`config.mk`:
```
export PLATFORM = sky130hd
export DESIGN_NAME = harmonic_accumulator
export DESIGN_NICKNAME = d
export VERILOG_FILES = /design/src/rtl/harmonic_accumulator.sv
export SDC_FILE = /design/constraint.sdc
export NUM_CORES = 1
export LEC_CHECK = 0
export CORE_ASPECT_RATIO = 0.5
export CORE_MARGIN = 2
export CORE_UTILIZATION = 40
export CTS_CLUSTER_SIZE = 12
export DETAILED_ROUTE_END_ITERATION = 16
export DONT_BUFFER_PORTS = 1
export GPL_ROUTABILITY_DRIVEN = 0
export PLACE_DENSITY = 0.61
export SYNTH_ARGS = -nofsm -noshare
export SYNTH_HDL_FRONTEND = slang
export SYNTH_SLANG_ARGS = --single-unit
export TNS_END_PERCENT = 1
```
`constraint.sdc`:
```
create_clock -name i_Clock -period 6.7 [get_ports i_Clock]
set_input_delay 1.34 -clock i_Clock [delete_from_list [all_inputs] [get_ports i_Clock]]
set_output_delay 1.34 -clock i_Clock [all_outputs]
set_load 0.1 [all_outputs]
```
`src/rtl/harmonic_accumulator.sv`:
```
// Harmonic accumulator: walks HARM_COUNT harmonics per sample and emits one saturated sample.
// Optional HARM_EARLY_TERM_EN ends the harmonic walk as soon as the scaling multiple reaches zero.
//
// state   | meaning
// IDLE    | waiting for i_Sample_Clock
// RESTART | one-cycle restart pulse to the multiple responder
// REQ     | one-cycle sine request for the current harmonic index
// WAIT    | collecting the sine value and waiting for the multiple to be ready
// MAC     | multiply-accumulate, then next harmonic or finish
// OUTPUT  | one-cycle valid pulse with the freshly saturated sample
module harmonic_accumulator #(
    parameter int DIV_BIT    = 11,
    parameter int SAMPLE_BIT = 16,
    parameter int HARM_BIT   = 8,
    parameter int HARM_COUNT = 200,
    parameter int ACC_BIT    = 32,
    parameter int OUT_SHIFT  = 11
) (
    input  logic                  i_Clock,
    input  logic                  i_Reset_N,
    input  logic                  i_Sample_Clock,
    output logic                  o_Mult_Start,
    output logic                  o_Mult_Restart,
    input  logic [DIV_BIT-1:0]    i_Mult,
    input  logic                  i_Mult_Ready,
    output logic                  o_Harm_Req,
    output logic [HARM_BIT-1:0]   o_Harm_Index,
    input  logic [SAMPLE_BIT-1:0] i_Harm_Sample,
    input  logic                  i_Harm_Valid,
    output logic [SAMPLE_BIT-1:0] o_Sample,
    output logic                  o_Sample_Valid,
    output logic                  o_Busy
);

    localparam int PROD_W = SAMPLE_BIT + DIV_BIT + 1;

    typedef enum logic [2:0] {
        S_IDLE,
        S_RESTART,
        S_REQ,
        S_WAIT,
        S_MAC,
        S_OUTPUT
    } state_t;

    state_t                       state_q, state_d;
    logic [HARM_BIT-1:0]          index_q, index_d;
    logic signed [ACC_BIT-1:0]    acc_q, acc_d;
    logic signed [SAMPLE_BIT-1:0] harm_q, harm_d;
    logic                         harm_have_q, harm_have_d;
    logic [SAMPLE_BIT-1:0]        sample_q, sample_d;

    logic                         last_harm;
    logic                         early_stop;
    logic                         finish;
    logic signed [PROD_W-1:0]     harm_ext;
    logic signed [PROD_W-1:0]     mult_ext;
    logic signed [PROD_W-1:0]     prod;
    logic signed [ACC_BIT-1:0]    term;

    assign last_harm = (index_q == HARM_BIT'(HARM_COUNT - 1));

`ifdef HARM_EARLY_TERM_EN
    assign early_stop = (i_Mult == '0);
`else
    assign early_stop = 1'b0;
`endif

    assign finish = last_harm || early_stop;

    // The multiple is unsigned, so it gets a zero sign bit before the signed multiply.
    assign harm_ext = {{(PROD_W - SAMPLE_BIT){harm_q[SAMPLE_BIT-1]}}, harm_q};
    assign mult_ext = {{(PROD_W - DIV_BIT){1'b0}}, i_Mult};
    assign prod     = harm_ext * mult_ext;
    assign term     = {{(ACC_BIT - PROD_W){prod[PROD_W-1]}}, prod};

    function automatic logic [SAMPLE_BIT-1:0] saturate(input logic signed [ACC_BIT-1:0] a);
        logic signed [ACC_BIT-1:0]      s;
        logic [ACC_BIT-SAMPLE_BIT:0]    upper;
        s     = a >>> OUT_SHIFT;
        upper = s[ACC_BIT-1:SAMPLE_BIT-1];
        if ((&upper) || (~|upper)) begin
            saturate = s[SAMPLE_BIT-1:0];
        end else if (s[ACC_BIT-1]) begin
            saturate = {1'b1, {(SAMPLE_BIT - 1){1'b0}}};
        end else begin
            saturate = {1'b0, {(SAMPLE_BIT - 1){1'b1}}};
        end
    endfunction

    always_ff @(posedge i_Clock or negedge i_Reset_N) begin
        if (!i_Reset_N) begin
            state_q <= S_IDLE;
        end else begin
            state_q <= state_d;
        end
    end

    always_comb begin
        state_d = state_q;
        case (state_q)
            S_IDLE:    if (i_Sample_Clock) state_d = S_RESTART;
            S_RESTART: state_d = S_REQ;
            S_REQ:     state_d = S_WAIT;
            S_WAIT:    if ((harm_have_q || i_Harm_Valid) && i_Mult_Ready) state_d = S_MAC;
            S_MAC:     state_d = finish ? S_OUTPUT : S_REQ;
            S_OUTPUT:  state_d = S_IDLE;
            default:   state_d = S_IDLE;
        endcase
    end

    always_comb begin
        o_Mult_Restart = (state_q == S_RESTART);
        o_Harm_Req     = (state_q == S_REQ);
        o_Mult_Start   = (state_q == S_MAC) && !finish;
        o_Sample_Valid = (state_q == S_OUTPUT);
        o_Busy         = (state_q != S_IDLE);
        o_Harm_Index   = index_q;
        o_Sample       = sample_q;
    end

    // The output register loads on the final MAC so the sample is already valid during OUTPUT.
    always_comb begin
        acc_d       = acc_q;
        index_d     = index_q;
        harm_d      = harm_q;
        harm_have_d = harm_have_q;
        sample_d    = sample_q;
        case (state_q)
            S_IDLE: begin
                if (i_Sample_Clock) begin
                    acc_d   = '0;
                    index_d = '0;
                end
            end
            S_REQ: harm_have_d = 1'b0;
            S_WAIT: begin
                if (i_Harm_Valid) begin
                    harm_d      = i_Harm_Sample;
                    harm_have_d = 1'b1;
                end
            end
            S_MAC: begin
                acc_d = acc_q + term;
                if (finish) begin
                    sample_d = saturate(acc_d);
                end else begin
                    index_d = index_q + {{(HARM_BIT - 1){1'b0}}, 1'b1};
                end
            end
            default: ;
        endcase
    end

    always_ff @(posedge i_Clock or negedge i_Reset_N) begin
        if (!i_Reset_N) begin
            acc_q       <= '0;
            index_q     <= '0;
            harm_q      <= '0;
            harm_have_q <= 1'b0;
            sample_q    <= '0;
        end else begin
            acc_q       <= acc_d;
            index_q     <= index_d;
            harm_q      <= harm_d;
            harm_have_q <= harm_have_d;
            sample_q    <= sample_d;
        end
    end

endmodule

```
Yosys cells after proc, flatten, opt, wreduce, memory -nomap -nowiden:

Index checks and enable logic that the tools add are counted.

* output and inout port bits: 29
* bits of input ports: 32
* register bits: 76
* logic and storage cells: 50

* add/sub/neg operators: 2
* reduce and logical (&&, ||, !) cells: 18
* multiplexer cells: 13
* multipliers: 1
* equal/unequal tests: 10

Operator list (number)
* $pmux 32 s2: 1
* $add 32x28->32: 1
* $mux 16: 2
* $mux 32: 1
* $mul 16x12->28: 1
* $mux 8: 2
* $pmux 8 s2: 1
* $pmux 3 s5: 1
* $reduce_and 2->1: 5
* $mux 3: 3
* $add 8x1->8 const B: 1
* $eq 8x8->1 const B: 1
* $ne 2x2->1 const B: 4
* $eq 3x2->1 const B: 2
* $eq 3x3->1 const B: 2
* $reduce_and 6->1: 1
* $reduce_or 6->1: 1
* $reduce_bool 2->1: 2
* $eq 3x1->1 const B: 1
* $logic_not 3->1: 1
* $reduce_and 3->1: 1
* $reduce_bool 3->1: 1
* $logic_and 1x1->1: 2
* $logic_not 1->1: 2
* other kinds (3): 4

Depth between registers and ports, before layout:

Gate-level depths: netlist (run 1).

* word-level depth: 6
* gate-level depth with buffers: 23
* depth with buffers taken out: 21

Least setup slack after synthesis (run 1):

No wires, ideal clock.

* path kind: input to register
* from: input i_Mult[0]
* to: register sample_q[8], in the netlist o_Sample[8]
* slack: -0.365 ns
* buffers on the path: 3
* setup time: 0.134 ns
* data required time: 6.566 ns
* data arrival time: 6.931 ns
* stages on the path: 21
* path through: clkbuf_1 nand2_1 fa_1 inv_1 fa_1 fa_1 fa_1 inv_1 fa_1 inv_1 ha_1 buf_6 and4_2 and3_2 nand2_1 a21oi_1 a211o_1 o221a_4 o41ai_4 buf_6 o211ai_2

* cells in the longest elaborated chain, start to end: 6
* elaborated cells on any way between the ends: 8
* those cells by class: 1 x add/sub; 1 x mul; 2 x mux; 4 x reduce/logical

RTL lines
* start: declaration: RTL line 24 `input logic [DIV_BIT-1:0] i_Mult,`
* $mul 16x12->28 (*): RTL line 74 `assign prod = harm_ext * mult_ext;`
* $add 32x28->32 (*): RTL line 144 `acc_d = acc_q + term;`
* $reduce_or 6->1: RTL line 82 `if ((&upper) || (~|upper)) begin`
* $logic_not 1->1: RTL line 82
* $logic_or 1x1->1: RTL line 82
* $mux 16 (*): RTL line 82
* end signal: assignment: RTL line 167 `sample_q <= sample_d;`
* end: declaration: RTL line 51 `logic [SAMPLE_BIT-1:0] sample_q, sample_d;`

Every way passes the cells marked *; elsewhere a longest branch is shown, timed or not.
A chain may end at the register's enable or synchronous reset.

Final worst setup path (run 1):

* from: input i_Mult[1]
* to: register sample_q[3], in the netlist o_Sample[3]

The elaborated chain is that of the path after synthesis.

==> results.sh, run 1 <==
export IMPL_timing_clock_skew_ns=0.0127
export IMPL_ys_warnings=0
export IMPL_dp_area_um2=12500
export IMPL_number_of_antenna_violations_at_the_first_check_in_global_routing=0
export IMPL_synth_fp_nets=1541
export IMPL_hold_path_startpoint="acc_q[10]"
export IMPL_finalSetupViolCount=0
export IMPL_htree_levels=3
export IMPL_worst_hold_path_ep="acc_q[10]"
export IMPL_syn_avg_cell_area_um2=9.33
export IMPL_grt_start_max_net_pins=77
export IMPL_synth_edff_count=0
export IMPL_async_flop_share_pct=100
export IMPL_drv_cap=0
export IMPL_cts_num_sinks=76
export IMPL_fin_area_um2=12800
export IMPL_hold_class="reg2reg"
export IMPL_tritoncts_num_buffers=9
export IMPL_max_freq_mhz=153
export IMPL_fin_crit_sh_pct=97.4
export IMPL_outcome="completed"
export IMPL_startpoint_type="input pin"
export IMPL_fill_cells=2692
export IMPL_critical_path_class="in2reg"
export IMPL_hold_path_cell_count=2
export IMPL_cts_tree="built"
export IMPL_global_route_wire_length_before_repair_um=45200
export IMPL_r2r_path_start="harm_q[15]"
export IMPL_worst_setup_hold_path_clk_slew_ns=0.07
export IMPL_cts_root_buffer="clkbuf_16"
export IMPL_dr_pass1_iters=7
export IMPL_grt_total_usage_pct=19.2
export IMPL_multi_input_area_um2=8450
export IMPL_synth_area_um2=11500
export IMPL_grt_remaining_overflow=0
export IMPL_placed_cells=1631
export IMPL_die_h_um=124
export IMPL_routed_via_density=5.05
export IMPL_final_cells=1649
export IMPL_hold_violations=0
export IMPL_seqCellArea_um2=1900
export IMPL_core_region_area_um2=28000
export IMPL_period_needed_ns=6.53
export IMPL_synth_distinct_cells=61
export IMPL_data_required_time_at_the_worst_endpoint_ns=6.95
export IMPL_area_growth_syn_to_layout_pct=11.7
export IMPL_drt_wl_total_um=26700
export IMPL_report_final_slew_viol_count=0
export IMPL_mostFrequentLayoutCell="inv_1"
export IMPL_worst_skew_pair_late_latency_ns=0.38
export IMPL_via_count_of_the_first_global_routing_pass=8922
export IMPL_maxSlewHeadroom_pct=26.6
export IMPL_critical_path_arrival_ns=6.77
export IMPL_reg2reg_to="o_Sample[3]"
export IMPL_placementRows=43
export IMPL_detailed_place_hpwl_um=21800
export IMPL_whs_ns=0.480
export IMPL_clock_path_buffers=2
export IMPL_end_kind="flop"
export IMPL_postRouteAntennaNets=0
export IMPL_vias=8327
export IMPL_initial_core_util_pct=41.1
export IMPL_worst_pin_slew_ns=1.10
export IMPL_portBuffers=0
export IMPL_mostFrequentLayoutCells="inv_1 (304), fa_1 (204), nand2_1 (153)"
export IMPL_cts_hold_buffers=0
export IMPL_die_area_um2=30200
export IMPL_ff2ff_path_depth=24
export IMPL_setup_reg_to_reg_worst_slack_ns=0.32
export IMPL_unrepaired_setup_endpoints_after_global_routing="true"
export IMPL_netlist_instances=1231
export IMPL_drive_gt1_share_pct=12.1
export IMPL_io_pins=61
export IMPL_drt_drc_violations_left=0
export IMPL_die_width_um=244
export IMPL_synth_seq_cells=76
export IMPL_maximum_fanout_encountered_on_the_critical_timing_path=16
export IMPL_synth_sequential_area_ratio_pct=16.6
export IMPL_dominant_register_cell_in_the_synthesized_netlist="dfrtp_1"
export IMPL_num_nets_final=1571
export IMPL_avgRoutedWirePerCell_um=16.2
export IMPL_drt_first_iter_violations=458
[synth_stat cells (all sizes together) (2+ instances only)]
| master | instances | area, um2 |
|---|---|---|
| a2111oi | 2 | 42.5 |
| a211o | 2 | 17.5 |
| a211oi | 6 | 50.1 |
| a21boi | 6 | 45.0 |
| a21o | 9 | 67.6 |
| a21oi | 39 | 214 |
| a22o | 12 | 106 |
| a31oi | 2 | 12.5 |
| a41oi | 3 | 33.8 |
| and2 | 96 | 601 |
| and3 | 8 | 52.6 |
| buf | 6 | 61.3 |
| clkbuf | 37 | 149 |
| dfrtp | 76 | 1900 |
| fa | 204 | 4080 |
| ha | 74 | 926 |
| inv | 307 | 1150 |
| mux2 | 18 | 203 |
| mux2i | 2 | 20.0 |
| nand2 | 157 | 589 |
| nand2b | 3 | 18.8 |
| nand3 | 8 | 40.0 |
| nand4 | 5 | 31.3 |
| nor2 | 17 | 63.8 |
| nor2b | 2 | 12.5 |
| nor3 | 9 | 45.0 |
| nor4 | 3 | 25.0 |
| o211ai | 21 | 213 |
| o21ai | 42 | 210 |
| o21bai | 6 | 45.0 |
| o22ai | 2 | 12.5 |
| o31ai | 3 | 22.5 |
| or4 | 2 | 18.8 |
| xnor2 | 20 | 175 |
| xor2 | 9 | 78.8 |
[sequential cells by signal (all words and copies together), names as in the netlist]
| signal | count |
|---|---|
| state_q | 3 |
| acc_q | 32 |
| harm_q | 16 |
| o_Sample | 16 |
| harm_have_q | 1 |
| o_Harm_Index | 8 |
[logic make-up (layout without fill, tap and decap cells)]
family / count (synthesis) / after routing / share of synthesized area, %
buffers and inverters: 350 / 385 / 11.9
AND/OR/NAND/NOR: 316 / 316 / 13.4
adder cells (fa/ha/maj): 278 / 278 / 43.6
AO/OA/AOI/OAI: 162 / 162 / 10.4
flip-flops: 76 / 76 / 16.6
XOR/XNOR: 29 / 29 / 2.21
multiplexers: 20 / 20 / 1.94
other: 0 / 1 / 0
[through the flow]
| step | TNS, ns | util [%] | worst slack [ns] |
|---|---|---|---|
| finish | 0 | 45.9 | 0.173 |
| global route | -0.185 | 45.8 | -0.0530 |
| CTS | 0 | 45.7 | 0.165 |
| detailed placement | -2.93 | 44.7 | -0.220 |
| global placement | -0.744 | 44.7 | -0.0667 |
| floorplan | -1.24 | - | -0.115 |
[layer usage]
metal | vias up | GRT usage, % | routed length (um)
met2 | 159 | 34.3 | 13800
met4 | 0 | 5.72 | 525
met3 | 28 | 3.75 | 1130
met5 | - | 0 | 0
met1 | 4324 | 24.0 | 11300
li1 | 3816 | - | -
[worst max-delay path, cell delays in order]
cell and delay [ns]:
and2_4 0.13, inv_1 0.05, fa_1 0.56, clkinvlp_4 0.12, buf_12 0.16, fa_1 0.54, inv_1 0.06, fa_1 0.49
inv_1 0.05, fa_1 0.47, inv_1 0.05, fa_1 0.53, inv_2 0.05, ha_4 0.30, nand2_4 0.07, nor4_4 0.20
nand4b_1 0.23, a21o_1 0.25, buf_4 0.16, a21boi_4 0.17, o22ai_2 0.09, o41ai_4 0.38, buf_12 0.20, o211ai_2 0.09
[layout make-up]
class | count | share of cell area (%)
flip-flops and latches | 76 | 14.8
multi-input cells | 805 | 65.9
clock inverters | 6 | 0.556
repair buffers | 62 | 4.15
clock buffers | 10 | 1.78
well taps | 382 | 3.73
diodes | 1 | 0.0195
inverters | 307 | 9.04
[timing repair]
item	CTS	global route
hold endpoints to repair	0	0
buffers inserted	0	1
resized for setup	0	4
setup endpoints to repair	0	16
[worst max-delay path by stage]
stage                     startpoint     endpoint  slack [ns]  cells past startpoint
after global placement     i_Mult[0]  o_Sample[6]       -0.07                     22
final                      i_Mult[1]  o_Sample[3]        0.17                     24
after global routing       i_Mult[1]  o_Sample[7]       -0.05                     23
after detailed placement   i_Mult[1]  o_Sample[6]       -0.22                     21
after floorplan            i_Mult[2]  o_Sample[8]       -0.12                     20
after CTS                  i_Mult[1]  o_Sample[4]        0.17                     21
Power of run 1 is not shown: default switching activity piles up to over one toggle a cycle in this logic, so the estimate is an artifact.
==> run 2, diff against run 1 <==
--- a/config.mk
+++ b/config.mk
@@ -7,12 +7,12 @@
 export LEC_CHECK = 0
 export CORE_ASPECT_RATIO = 0.5
 export CORE_MARGIN = 2
-export CORE_UTILIZATION = 40
+export CORE_UTILIZATION = 64
 export CTS_CLUSTER_SIZE = 12
 export DETAILED_ROUTE_END_ITERATION = 16
 export DONT_BUFFER_PORTS = 1
 export GPL_ROUTABILITY_DRIVEN = 0
-export PLACE_DENSITY = 0.61
+export PLACE_DENSITY = 0.8
 export SYNTH_ARGS = -nofsm -noshare
 export SYNTH_HDL_FRONTEND = slang
 export SYNTH_SLANG_ARGS = --single-unit
==> run 2 against run 1 <==
Against the previous run: clock skew is 0.0036 ns higher; fmax is 0.37% lower; critical path depth is 3 lower; worst setup slack worse by 0.024 ns; critical path type unchanged; first-iteration DRC count is 21% higher; via count is 2.3% higher; global-route usage is 12 points higher; sequential share of layout area is 0.33 points higher; critical endpoint is now o_Sample[4]; register-to-register slack better by 0.05 ns; wire length is 2.4% higher; die area is 37% lower.
==> results.sh, run 2 (synthesized netlist as in run 1, its figures left out) <==
export IMPL_hold_class="reg2reg"
export IMPL_fill_cells=1257
export IMPL_multi_input_area_um2=8460
export IMPL_die_width_um=193
export IMPL_die_h_um=98.7
export IMPL_portBuffers=0
export IMPL_maxSlewHeadroom_pct=20.8
export IMPL_critical_path_max_stage_delay_ns=0.57
export IMPL_final_cells=1487
export IMPL_setup_total_negative_slack_ns=0
export IMPL_insertedDiodeCount=0
export IMPL_htree_levels=3
export IMPL_initial_core_util_pct=65.7
export IMPL_drt_drc_violations_left=0
export IMPL_die_area_um2=19100
export IMPL_cts_tree="built"
export IMPL_critical_path_arrival_ns=6.82
export IMPL_outcome="completed"
export IMPL_setup_reg_to_reg_worst_slack_ns=0.37
export IMPL_mostFrequentLayoutCells="inv_1 (304), fa_1 (204), nand2_1 (153)"
export IMPL_global_route_wire_length_before_repair_um=46200
export IMPL_placed_cells=1470
export IMPL_core_region_area_um2=17500
export IMPL_grt_total_usage_pct=31.0
export IMPL_area_growth_syn_to_layout_pct=9.24
export IMPL_critical_path_class="in2reg"
export IMPL_tritoncts_num_buffers=9
export IMPL_fin_crit_sh_pct=97.8
export IMPL_largest_register="acc_q"
export IMPL_vias=8522
export IMPL_io_pins=61
export IMPL_grt_start_max_net_pins=77
export IMPL_cts_num_sinks=76
export IMPL_unrepaired_setup_endpoints_after_global_routing="true"
export IMPL_clock_path_buffers=2
export IMPL_startpoint_type="input pin"
export IMPL_fin_area_um2=12500
export IMPL_drv_cap=0
export IMPL_num_nets_final=1558
export IMPL_grt_remaining_overflow=0
export IMPL_maximum_fanout_encountered_on_the_critical_timing_path=16
export IMPL_whs_ns=0.486
export IMPL_report_final_slew_viol_count=0
export IMPL_dr_pass1_iters=5
export IMPL_end_kind="flop"
export IMPL_avgRoutedWirePerCell_um=18.4
export IMPL_seqCellArea_um2=1900
export IMPL_dominant_cell_type_by_count_on_the_critical_path="fa_1"
export IMPL_timing_clock_skew_ns=0.0163
export IMPL_largest_reg_flops=32
export IMPL_worst_path_max_delay_cell="fa_1"
export IMPL_worst_setup_hold_path_clk_slew_ns=0.06
export IMPL_via_count_of_the_first_global_routing_pass=9293
export IMPL_hold_violations=0
export IMPL_period_needed_ns=6.55
export IMPL_drt_first_iter_violations=555
export IMPL_postRouteAntennaNets=0
export IMPL_crit_path_cells="and2_1, inv_1, fa_1, clkinvlp_4, buf_12, fa_1, fa_1, fa_1, inv_1, fa_1, inv_1, ha_1, nand2_4, nor4_4, a221oi_2, a21oi_1, or4_4, a21oi_4, a41oi_4, buf_12, o211ai_1"
export IMPL_max_freq_mhz=153
export IMPL_dp_area_um2=12200
export IMPL_finalSetupViolCount=0
export IMPL_data_required_time_at_the_worst_endpoint_ns=6.97
export IMPL_worst_pin_slew_ns=1.18
export IMPL_detailed_place_hpwl_um=21500
export IMPL_mostFrequentLayoutCell="inv_1"
export IMPL_cts_root_buffer="clkbuf_16"
export IMPL_placementRows=34
export IMPL_cts_hold_buffers=0
export IMPL_drt_wl_total_um=27300
export IMPL_routed_via_density=5.73
export IMPL_drive_gt1_share_pct=11.1
export IMPL_worst_skew_pair_late_latency_ns=0.36
export IMPL_number_of_antenna_violations_at_the_first_check_in_global_routing=1
==> run 2: worst paths after layout <==
check,start,endpoint,cells past startpoint
worst max-delay path,i_Mult[1],o_Sample[4],21
worst min-delay path,acc_q[15],acc_q[15],2
worst max register to register,harm_q[15],o_Sample[4],21
worst min register to register,acc_q[15],acc_q[15],2
max in group asynchronous,i_Reset_N,acc_q[4],0
min in group asynchronous,i_Reset_N,o_Harm_Index[5],0
==> run 2: repair_timing <==
item / CTS / global route
resized for setup: 0 / 4
endpoints found under the setup margin: 0 / 15
setup buffers: 0 / 1
==> run 2: per-stage QoR <==
stage | worst slack (ns) | utilization, %
floorplan | -0.115 | -
global placement | -0.00651 | 69.9
detailed placement | -0.231 | 69.9
CTS | 0.0809 | 71.6
global route | -0.0895 | 71.8
finish | 0.149 | 71.8
==> run 2: final cells by class <==
type	count	area share, %
clock inverters	6	0.578
flip-flops and latches	76	15.2
repair buffers	49	3.47
inverters	307	9.24
clock buffers	10	1.82
well taps	234	2.33
multi-input cells	805	67.4
==> run 2: worst max-delay path: cells and delay by family <==
family                     cells  cell delay (ns)
and+or+nand+nor                4             0.89
adders and majority gates      6             2.93
AOI/OAI and AO/OA              5             0.99
buffers and inverters          6             0.64
==> run 2: metal layers <==
metal	GRT usage (%)	share of wire [%]
met4	9.69	2.8
met5	0	0
met2	53.4	51
met3	5.99	5.4
met1	40.2	41
Power of run 2 is left out for the same reason.
